### src/rtl/rider_steer_seq.sv
// Rider-presence and steering-enable sequencer for balance_cntrl.
// Qualifies a level stance on the platform load cells before granting steering.
module rider_steer_seq #(
   parameter int          fast_sim     = 1,
   parameter logic [11:0] MIN_RIDER_WT = 12'h200,
   parameter logic [7:0]  WT_HYST      = 8'h40
) (
   input  logic        clk,
   input  logic        rst_n,
   input  logic        pwr_up,
   input  logic [11:0] lft_ld,
   input  logic [11:0] rght_ld,
   input  logic        ld_vld,
   output logic        rider_off,
   output logic        en_steer,
   output logic [12:0] wt_sum
);

   localparam logic [1:0] IDLE  = 2'd0;
   localparam logic [1:0] WAIT  = 2'd1;
   localparam logic [1:0] STEER = 2'd2;

   localparam logic [11:0] FALL_WT = MIN_RIDER_WT - {4'b0, WT_HYST};

   logic [11:0] lft_r;
   logic [11:0] rght_r;
   logic [11:0] diff;
   logic [16:0] sum_x15;
   logic        sum_gt_min;
   logic        sum_lt_min;
   logic        diff_gt_1_4;
   logic        diff_gt_15_16;
   logic [25:0] tmr;
   logic        tmr_full;
   logic        clr_tmr;
   logic [1:0]  state;
   logic [1:0]  nxt_state;

   always_ff @(posedge clk or negedge rst_n) begin
      if (!rst_n) begin
         lft_r  <= 12'h000;
         rght_r <= 12'h000;
      end else if (ld_vld) begin
         lft_r  <= lft_ld;
         rght_r <= rght_ld;
      end
   end

   assign wt_sum  = {1'b0, lft_r} + {1'b0, rght_r};
   assign diff    = (lft_r >= rght_r) ? (lft_r - rght_r) : (rght_r - lft_r);
   assign sum_x15 = {4'b0, wt_sum} * 17'd15;

   assign sum_gt_min    = wt_sum > {1'b0, MIN_RIDER_WT};
   assign sum_lt_min    = wt_sum < {1'b0, FALL_WT};
   assign diff_gt_1_4   = {1'b0, diff} > (wt_sum >> 2);
   assign diff_gt_15_16 = {5'b0, diff} > (sum_x15 >> 4);

   // Saturating qualification timer; every clr_tmr restarts the full interval.
   assign tmr_full = (fast_sim != 0) ? (&tmr[14:0]) : (&tmr);

   always_ff @(posedge clk or negedge rst_n) begin
      if (!rst_n)
         tmr <= 26'd0;
      else if (clr_tmr)
         tmr <= 26'd0;
      else if (!tmr_full)
         tmr <= tmr + 26'd1;
   end

   always_ff @(posedge clk or negedge rst_n) begin
      if (!rst_n)
         state <= IDLE;
      else
         state <= nxt_state;
   end

   always_comb begin
      nxt_state = state;
      clr_tmr   = 1'b0;
      if (!pwr_up) begin
         nxt_state = IDLE;
      end else begin
         case (state)
            IDLE: begin
               if (sum_gt_min) begin
                  nxt_state = WAIT;
                  clr_tmr   = 1'b1;
               end
            end
            WAIT: begin
               if (sum_lt_min)
                  nxt_state = IDLE;
               else if (diff_gt_1_4)
                  clr_tmr = 1'b1;
               else if (tmr_full)
                  nxt_state = STEER;
            end
            STEER: begin
               if (sum_lt_min) begin
                  nxt_state = IDLE;
               end else if (diff_gt_15_16) begin
                  nxt_state = WAIT;
                  clr_tmr   = 1'b1;
               end
            end
            default: nxt_state = IDLE;
         endcase
      end
   end

   assign rider_off = (state == IDLE);
   assign en_steer  = (state == STEER);

endmodule

### config.mk
export PLATFORM = sky130hd
export DESIGN_NAME = rider_steer_seq
export DESIGN_NICKNAME = d
export VERILOG_FILES = /design/src/rtl/rider_steer_seq.sv
export SDC_FILE = /design/constraint.sdc
export NUM_CORES = 1
export LEC_CHECK = 0
export BUFFER_PORTS_ARGS = -buffer_cell sky130_fd_sc_hd__buf_2
export CAP_MARGIN = 10
export CORE_MARGIN = 3
export CORE_UTILIZATION = 45
export DETAILED_ROUTE_END_ITERATION = 10
export PLACE_DENSITY_LB_ADDON = 0.08
export SLEW_MARGIN = 30
export SYNTH_ARGS = -nofsm -noshare
export SYNTH_HDL_FRONTEND = slang
export SYNTH_SLANG_ARGS = --single-unit
### constraint.sdc
create_clock -name clk -period 7.8 [get_ports clk]
set_clock_uncertainty 0.1 [all_clocks]
set_input_delay 0.78 -clock clk [delete_from_list [all_inputs] [get_ports clk]]
set_output_delay 0.78 -clock clk [all_outputs]
set_load 0.02 [all_outputs]
; ---- After elaboration in Yosys (flattened, before gate mapping)
; Cells that the tools add are included.
[totals]
output_inout_bits = 15
ff_bits = 52
[classes]
multipliers = 1
n_reduce_logical = 3
eq_ne = 7
n_mux = 18
n_addsub = 4
n_lt_le_gt_ge = 5
[op_table]
columns = operator, count
row1 = 26-bit 2-to-1 mux, 2
row2 = "26-bit by 1-bit adder with 26-bit output, second input constant", 1
row3 = 12-bit subtractor, 2
row4 = "13-bit by 4-bit multiplier with 17-bit output, second input constant", 1
row5 = 15-bit AND reduction, 1
row6 = 2-bit 2-to-1 mux, 7
row7 = 12-bit by 12-bit adder with 13-bit output, 1
row8 = 12-bit by 13-bit greater-than comparator with 1-bit output, 1
row9 = "13-bit by 10-bit greater-than comparator with 1-bit output, second input constant", 1
row10 = "13-bit by 9-bit < comparator with 1-bit output, second input constant", 1
row11 = 12-bit greater-or-equal comparator, 1
row12 = 12-bit by 11-bit greater-than comparator with 1-bit output, 1
row13 = 12-bit 2-to-1 mux, 1
row14 = "4-bit inequality test, second input constant", 2
row15 = 1-bit 2-to-1 mux, 6
row16 = 2-bit one-hot mux with 3 select lines, 1
row17 = "4-bit by 2-bit inequality test with 1-bit output, second input constant", 1
row18 = 4-bit AND reduction, 1
row19 = "3-bit by 2-bit inequality test with 1-bit output, second input constant", 1
row20 = 1-bit one-hot mux with 3 select lines, 1
row21 = "2-bit by 1-bit == test with 1-bit output, second input constant", 1
row22 = "2-bit == test, second input constant", 1
row23 = 2-bit logical NOT, 1
row24 = "2-bit by 1-bit inequality test with 1-bit output, second input constant", 1

; ---- Logic depth before layout (Yosys ltp)
; Gate-level depths: netlist of the first run.
[logic_depth]
depth_word = 8
mapped_depth = 33

; ---- Least setup slack after synthesis of the first run
; OpenSTA, ideal clock, no wires.
[synth_timing]
kind = reg2reg
start = reg lft_r[1]
end = reg state[0]
t_arrival_ns = 6.656
required_ns = 7.565
setup_slack_ns = 0.908
stages_incl_launch_ff = 33
synth_period_minus_slack_ns = 6.892
setup_time_ns = 0.135
path_cell_list = dfrtp_1 inv_1 ha_1 nand2b_1 a211oi_1 o31a_1 nor3b_1 xnor2_1 inv_1 xnor2_1 xnor2_1 fa_1 inv_1 ha_1 and3_1 a21oi_1 nand2_1 o21ai_0 a21boi_0 o21ai_0 nand2b_1 xnor2_1 ha_1 nand3_1 nor2_1 o221ai_1 a211o_1 a21o_1 and3_1 a31o_2 nor4_1 nor3_1 mux2i_1
[synth_between]
elab_chain_cells = 5
elab_cells_between_ends = 19
[synth_lines]
columns = element, line
row1 = from (decl), 25  ; logic [11:0] lft_r;
row2 = from (signal assigned), 44  ; lft_r <= lft_ld;
row3 = 12-bit by 12-bit adder with 13-bit output (*), 49  ; assign wt_sum = {1'b0, lft_r} + {1'b0, rght_r};
row4 = net wt_sum[9], 16  ; output logic [12:0] wt_sum
row5 = 13-bit by 4-bit multiplier with 17-bit output / 13-bit by 9-bit < comparator with 1-bit output (equally long branches), "51, 54"
row6 = "12-bit by 13-bit greater-than comparator with 1-bit output, or another cell as far along", 56  ; assign diff_gt_15_16 = {5'b0, diff} > (sum_x15 >> 4);
row7 = 4-bit by 2-bit inequality test with 1-bit output (no source line) / 2-bit one-hot mux with 3 select lines (equally long branches), --
row8 = 4-bit AND reduction (no source line) / 2-bit 2-to-1 mux (equally long branches), --
row9 = to (signal assigned), 74  ; state <= nxt_state;
row10 = to (decl), 36  ; logic [1:0] state;
; Mark *: on every way through the listed nets, which the timed path passes. The rest lies on a longest branch.
; A chain may end at the register's enable or synchronous reset.

; ---- Worst setup path after layout of the first run
[layout_timing]
start = reg lft_r[0]
end = reg state[1]
[layout_between]
elab_chain_cells = 5
elab_cells_between_ends = 19
[layout_lines]
columns = element, line
row1 = "12-bit by 12-bit adder with 13-bit output, or another cell as far along", 49
row2 = "13-bit by 4-bit multiplier with 17-bit output, or another cell as far along", 51  ; assign sum_x15 = {4'b0, wt_sum} * 17'd15;
row3 = "12-bit by 13-bit greater-than comparator with 1-bit output, or another cell as far along", 56
row4 = "4-bit by 2-bit inequality test with 1-bit output (no source line), or another cell as far along", --
row5 = 4-bit AND reduction (no source line) / 2-bit 2-to-1 mux (equally long branches), --
; Several ways; a longest one is shown, not always the timed one.

==> out/results.tsv, run 1 <==
stage	metric	value	unit
worst_setup_path	crit_type	reg2reg	
status	status	completed	
worst_setup_path	path_depth	31	
cells_and_area	antennaDiodeCount	0	
worst_setup_path	r2r-end	state[1]$_DFFE_PN0P_	
yosys	synthArstFlopShare	100	%
cells_and_area	area_growth	9.49	%
worst_setup_path	arrival	7.29	ns
floorplanning	io_pins	43	
floorplanning	die_area	0.0138	mm^2
floorplanning	die_w	117	um
detailed_routing	wl_per_cell	14.7	um
yosys	synthesis.area	0.00557	mm^2
worst_setup_path	crit_top_cell	ha_1	
detailed_routing	wl	12700	um
sta	rsz0062_at_grt	false	
yosys	synth_enable_flop_cells	0	
worst_setup_path	slowest_delay	0.57	ns
yosys	ys_seq_elements	41	
yosys	synth_ff_type	dfrtp_1	
global_routing	antenna_found_initial	0	
cells_and_area	multi_input_area	0.00419	mm^2
sta	finalCriticalPeriod	7.23	ns
worst_setup_path	rrSetupSlack	0.57	ns
yosys	syn_inst	664	
placement	gp_congestion	0.881	
cells_and_area	n_fill_cell	1198	
cts	cts.clk_slew.worst_paths	0.06	ns
yosys	syn_nets	793	
yosys	ys_seq_area_share	18.4	%
worst_setup_path	path_delay_family	compound AO/OA/AOI/OAI gates	
global_routing	grt_max_degree	48	
global_routing	top_usage_layer	met2	
hold_path	hp-class	in2async	
global_routing	use_met3	2.31	%
sta	finalSetupViolations	0	
cts	numCtsBuffers	5	
global_routing	use_met2	30.0	%
sta	finalMaxSlewViolations	0	
yosys	synth_cell_types	72	
global_routing	met1_usage	28.0	%
sta	worst_pin_slew	0.828	ns
detailed_routing	vias_per_cell	5.39	
cts	h-tree-depth	2	
detailed_routing	postRouteAntennaNets	0	
worst_setup_path	cp_num_buf_inv	1	
worst_setup_path	worstPathRequired	7.86	ns
yosys	synth_top_area_share	19.3	%
cells_and_area	fin_nets	827	
global_routing	grt_usage	19.3	%
sta	tns	0	ns
floorplanning	rows	40	
yosys	synth_warnings	0	
cts	clk_latency	0.29	ns
cts	postCtsHoldBufs	0	
placement	dp_cells	859	
cts	cts-root-buf	clkbuf_16	
cts	max-clock-path-buffers	2	
cts	cts_sinks	41	
detailed_routing	drtIter0Drc	246	
global_routing	grt_pass1_vias	4602	
worst_setup_path	timing.critical_path.slowest_stage_cell	or4b_1	
placement	port-buffer-count	42	
yosys	synth_top_cell_by_area	ha_1	
cts	cts_tree	built	
yosys	ys_top_cells_by_area	ha_1 19%, dfrtp_1 18%, xnor2_1 6.0%, fa_1 5.4%, inv_1 5.1%	
placement	post-dp-hpwl	10300	um
global_routing	grt_first_pass_wirelength	21400	um
sta	fmax	138	MHz
sta	hold_viol	0	
sta	fin_crit_sh	92.8	%
floorplanning	die_h	117	um
global_routing	grt-ovfl-total	0	
sta	relSlewSlack	44.6	%
detailed_routing	vias	4670	
cells_and_area	seqCellArea	0.00103	mm^2
cells_and_area	instances_no_fill	866	
worst_setup_path	startpoint_type	register	
worst_setup_path	critPathCaptureType	register	
worst_setup_path	worst-path-max-fanout	9	
yosys	synth.avg_cell_area	8.39	um^2
flow_run	cap_violations	0	
worst_setup_path	r2r-start	lft_r[0]$_DFFE_PN0P_	
cells_and_area	drive_gt1_share	13.0	%
detailed_routing	remaining_drc_errors	0	
detailed_routing	dr.pass1.iters	4	
floorplanning	core	0.0121	mm^2
floorplanning	start_util	46.2	%
worst_setup_path	worstRegToRegCells	31	
cell usage in the layout (no fill, tap or decap), types with 3 or more instances in the layout:
cell type / synthesis / final
a21o_1: 15 / 15
nor2_2: 11 / 11
o211ai_1: 4 / 4
xor2_1: 12 / 12
a211oi_1: 6 / 5
nand2b_1: 12 / 12
o21a_1: 3 / 3
nor2b_1: 10 / 10
a21oi_1: 39 / 39
buf_2: 4 / 41
o21bai_1: 3 / 3
or4_1: 4 / 4
nand3b_1: 3 / 3
nor4_1: 5 / 5
or3_1: 4 / 4
inv_1: 76 / 76
dfrtp_1: 41 / 41
nand3_1: 13 / 13
xnor2_2: 1 / 4
a211o_1: 3 / 3
nor3_1: 8 / 8
buf_4: 5 / 5
nor2_1: 33 / 33
nand2_1: 54 / 54
ha_1: 86 / 85
and2_1: 7 / 7
xnor2_1: 38 / 34
a2111o_1: 3 / 3
nand4_1: 9 / 9
o21ai_0: 49 / 48
and3_1: 10 / 10
or2_2: 3 / 3
fa_1: 15 / 15
o22a_1: 3 / 3
clkbuf_16: 0 / 5
mux2i_1: 7 / 7
and4_1: 7 / 7
mux2_2: 3 / 3
a31oi_1: 4 / 4
cell families after synthesis:
family / count (synthesis) / synth area share (%)
compound gates: 161 / 19.8
xor+xnor: 52 / 8.64
fa+ha+maj: 103 / 25.1
buf+inv: 97 / 7.45
flops: 41 / 18.4
mux: 10 / 1.86
simple gates: 200 / 18.8
metrics by stage:
step | worst slack [ns] | utilization, % | hold slack, ns | instance area, um^2
5_1_grt | 0.000863 | 50.6 | 0.423 | 6100
3_5_place_dp | 0.224 | 49.0 | 0.415 | 5910
6_report | 0.565 | 50.6 | 0.381 | 6100
2_1_floorplan | 0.908 | - | 0.384 | 5570
4_1_cts | 0.208 | 50.1 | 0.432 | 6040
3_3_place_gp | 0.427 | 49.0 | 0.405 | 5910
what timing repair did:
action | CTS | global route
resized for setup | 0 | 9
endpoints found under the setup margin | 0 | 17
setup buffers | 0 | 0
sequential cells by signal, summed over array words and instances, names as in the netlist:
signal / cells
state: 2
tmr: 15
rght_r: 12
lft_r: 12
synth_stat cells (all sizes together), types with 10 or more instances:
master / count
ha: 86
inv: 77
nand2: 54
o21ai: 50
nor2: 44
dfrtp: 41
xnor2: 40
a21oi: 39
a21o: 15
fa: 15
buf: 13
nand3: 13
nand2b: 12
xor2: 12
and3: 10
nor2b: 10
final cells by class:
cell class | instances | area share (%)
well taps | 168 | 3.44
clock buffers | 6 | 2.11
flip-flops and latches | 41 | 16.8
repair buffers | 46 | 3.98
clock inverters | 1 | 0.144
inverters | 78 | 4.88
multi-input cells | 526 | 68.6
metal layers:
layer,routed length (um),up-vias
met5,0,-
met4,287,0
met3,437,20
met2,5550,97
met1,6420,2191
li1,-,2362
worst max path at each step:
stage	start	end
after floorplan	lft_r[1]$_DFFE_PN0P_	state[0]$_DFFE_PN0P_
after global placement	lft_r[5]$_DFFE_PN0P_	state[1]$_DFFE_PN0P_
after detailed placement	lft_r[5]$_DFFE_PN0P_	state[1]$_DFFE_PN0P_
after CTS	lft_r[5]$_DFFE_PN0P_	state[1]$_DFFE_PN0P_
after global routing	lft_r[0]$_DFFE_PN0P_	state[0]$_DFFE_PN0P_
final	lft_r[0]$_DFFE_PN0P_	state[1]$_DFFE_PN0P_
Power of run 1 is not shown: default switching activity piles up to over one toggle a cycle in this logic, so the estimate is an artifact.
==> inputs of run 2 (changes only) <==
--- a/config.mk
+++ b/config.mk
@@ -7,9 +7,9 @@
 export LEC_CHECK = 0
 export BUFFER_PORTS_ARGS = -buffer_cell sky130_fd_sc_hd__buf_2
 export CAP_MARGIN = 10
-export CORE_MARGIN = 3
 export CORE_UTILIZATION = 45
 export DETAILED_ROUTE_END_ITERATION = 10
+export HOLD_SLACK_MARGIN = 0.08
 export PLACE_DENSITY_LB_ADDON = 0.08
 export SLEW_MARGIN = 30
 export SYNTH_ARGS = -nofsm -noshare
==> out/results.tsv, run 2 (same netlist as run 1, synthesis figures left out) <==
stage	metric	value	unit	change
worst_setup_path	crit_top_cell	ha_1		
floorplanning	die_w	113	um	-3.4%
worst_setup_path	slowest_delay	0.56	ns	about the same
cts	cts_resized	0		unchanged
worst_setup_path	worstPathRequired	7.86	ns	about the same
cells_and_area	final_area	0.00610	mm^2	-0.12%
cts	cts-root-buf	clkbuf_16		
cts	h-tree-depth	2		unchanged
cells_and_area	top_register	tmr		
cts	postCtsHoldBufs	0		unchanged
cts	max-clock-path-buffers	2		unchanged
worst_setup_path	path_delay_family	compound AO/OA/AOI/OAI gates		
cells_and_area	final_cell_mix	85 x ha_1, 76 x inv_1, 54 x nand2_1, 48 x o21ai_0		
global_routing	grt-ovfl-total	0		unchanged
detailed_routing	vias_per_cell	5.38		-0.26%
cts	numCtsBuffers	5		unchanged
cells_and_area	antennaDiodeCount	0		unchanged
worst_setup_path	worst-path-max-fanout	9		unchanged
detailed_routing	dr.pass1.iters	4		unchanged
sta	finalCriticalPeriod	7.27	ns	+0.0359 ns
cts	clk_latency	0.29	ns	about the same
detailed_routing	wl_per_cell	14.8	um	+0.67%
detailed_routing	postRouteAntennaNets	0		unchanged
floorplanning	rows	40		unchanged
worst_setup_path	path_depth	31		unchanged
cts	cts.clk_slew.worst_paths	0.06	ns	about the same
cts	post-cts-setup-buffers	0		unchanged
sta	hold_viol	0		unchanged
floorplanning	start_util	46.2	%	unchanged
sta	tns	0	ns	unchanged
placement	dpl_cell_area	0.00591	mm^2	unchanged
sta	finalMaxSlewViolations	0		unchanged
global_routing	grt_pass1_vias	4625		+0.50%
cells_and_area	fin_nets	827		unchanged
global_routing	antenna_found_initial	0		unchanged
detailed_routing	drtIter0Drc	275		+12%
sta	fmax	138	MHz	-0.49%
worst_setup_path	cp_num_buf_inv	1		unchanged
global_routing	grt_usage	21.0	%	+1.7 points
flow_run	cap_violations	0		unchanged
cts	cts_tree	built		
cells_and_area	largest_reg_flops	15		unchanged
worst_setup_path	crit_type	reg2reg		
cells_and_area	final_common_cell	ha_1		
sta	worst_pin_slew	0.779	ns	-0.0490 ns
sta	relSlewSlack	47.8	%	+3.3 points
global_routing	grt_max_degree	48		unchanged
status	status	completed		
sta	fin_crit_sh	93.2	%	+0.46 points
cells_and_area	largestRegisters	tmr: 15 flops, lft_r: 12 flops, rght_r: 12 flops		
sta	finalSetupViolations	0		unchanged
worst_setup_path	worstRegToRegCells	31		unchanged
floorplanning	die_h	113	um	-3.4%
detailed_routing	remaining_drc_errors	0		unchanged
worst_setup_path	critPathCaptureType	register		
placement	gp_congestion	0.819		-7.1%
hold_path	hp-class	in2async		
cells_and_area	drive_gt1_share	13.3	%	+0.29 points
worst_setup_path	startpoint_type	register		
detailed_routing	wl	12800	um	+0.67%
cts	cts_sinks	41		unchanged
detailed_routing	vias	4658		-0.26%
worst_setup_path	arrival	7.33	ns	+0.04 ns
floorplanning	io_pins	43		unchanged
placement	post-dp-hpwl	10400	um	+0.64%
global_routing	grt_first_pass_wirelength	21900	um	+2.1%
cells_and_area	area_growth	9.36	%	
floorplanning	die_area	0.0128	mm^2	-6.7%
worst_setup_path	timing.critical_path.slowest_stage_cell	or4b_1		
floorplanning	core	0.0121	mm^2	unchanged
sta	rsz0062_at_grt	false		
placement	port-buffer-count	42		unchanged
[run 2: cell counts in the layout (fill, tap and decap cells not counted)]
No cell type changed its count.
[run 2: stage by stage]
| step | std cells | utilization, % | hold slack (ns) | setup slack [ns] |
|---|---|---|---|---|
| floorplan | 664 | - | 0.384 | 0.908 |
| global placement | 859 | 49.0 | 0.406 | 0.419 |
| detailed placement | 859 | 49.0 | 0.426 | 0.246 |
| CTS | 866 | 50.1 | 0.440 | 0.210 |
| global route | 866 | 50.5 | 0.416 | 0.0269 |
| finish | 866 | 50.5 | 0.367 | 0.530 |
[run 2: path summary, 6_finish.rpt]
kind / startpoint / slack, ns / to
max in group asynchronous: rst_n / 6.86 / tmr[4]$_DFFE_PN0P_
max reg2reg: lft_r[0]$_DFFE_PN0P_ / 0.53 / state[1]$_DFFE_PN0P_
min reg2reg: tmr[14]$_DFFE_PN0P_ / 0.43 / tmr[14]$_DFFE_PN0P_
max: lft_r[0]$_DFFE_PN0P_ / 0.53 / state[1]$_DFFE_PN0P_
min: rst_n / 0.37 / rght_r[2]$_DFFE_PN0P_
min in group clk: tmr[14]$_DFFE_PN0P_ / 0.43 / tmr[14]$_DFFE_PN0P_
[run 2: layout make-up]
type | instances | area [um^2]
multi-input cells | 526 | 4180
flip-flops and latches | 41 | 1030
fillers | 1182 | 5970
clock inverters | 1 | 8.76
well taps | 168 | 210
clock buffers | 6 | 129
repair buffers | 46 | 243
inverters | 78 | 298
[run 2: layer usage]
layer | global-route usage [%] | vias up | share of wire, %
li1 | - | 2364 | -
met1 | 30.3 | 2216 | 52
met2 | 34.0 | 70 | 45
met3 | 1.98 | 8 | 2.0
met4 | 4.74 | 0 | 0.71
met5 | 0 | - | 0
Power of run 2 is left out for the same reason.
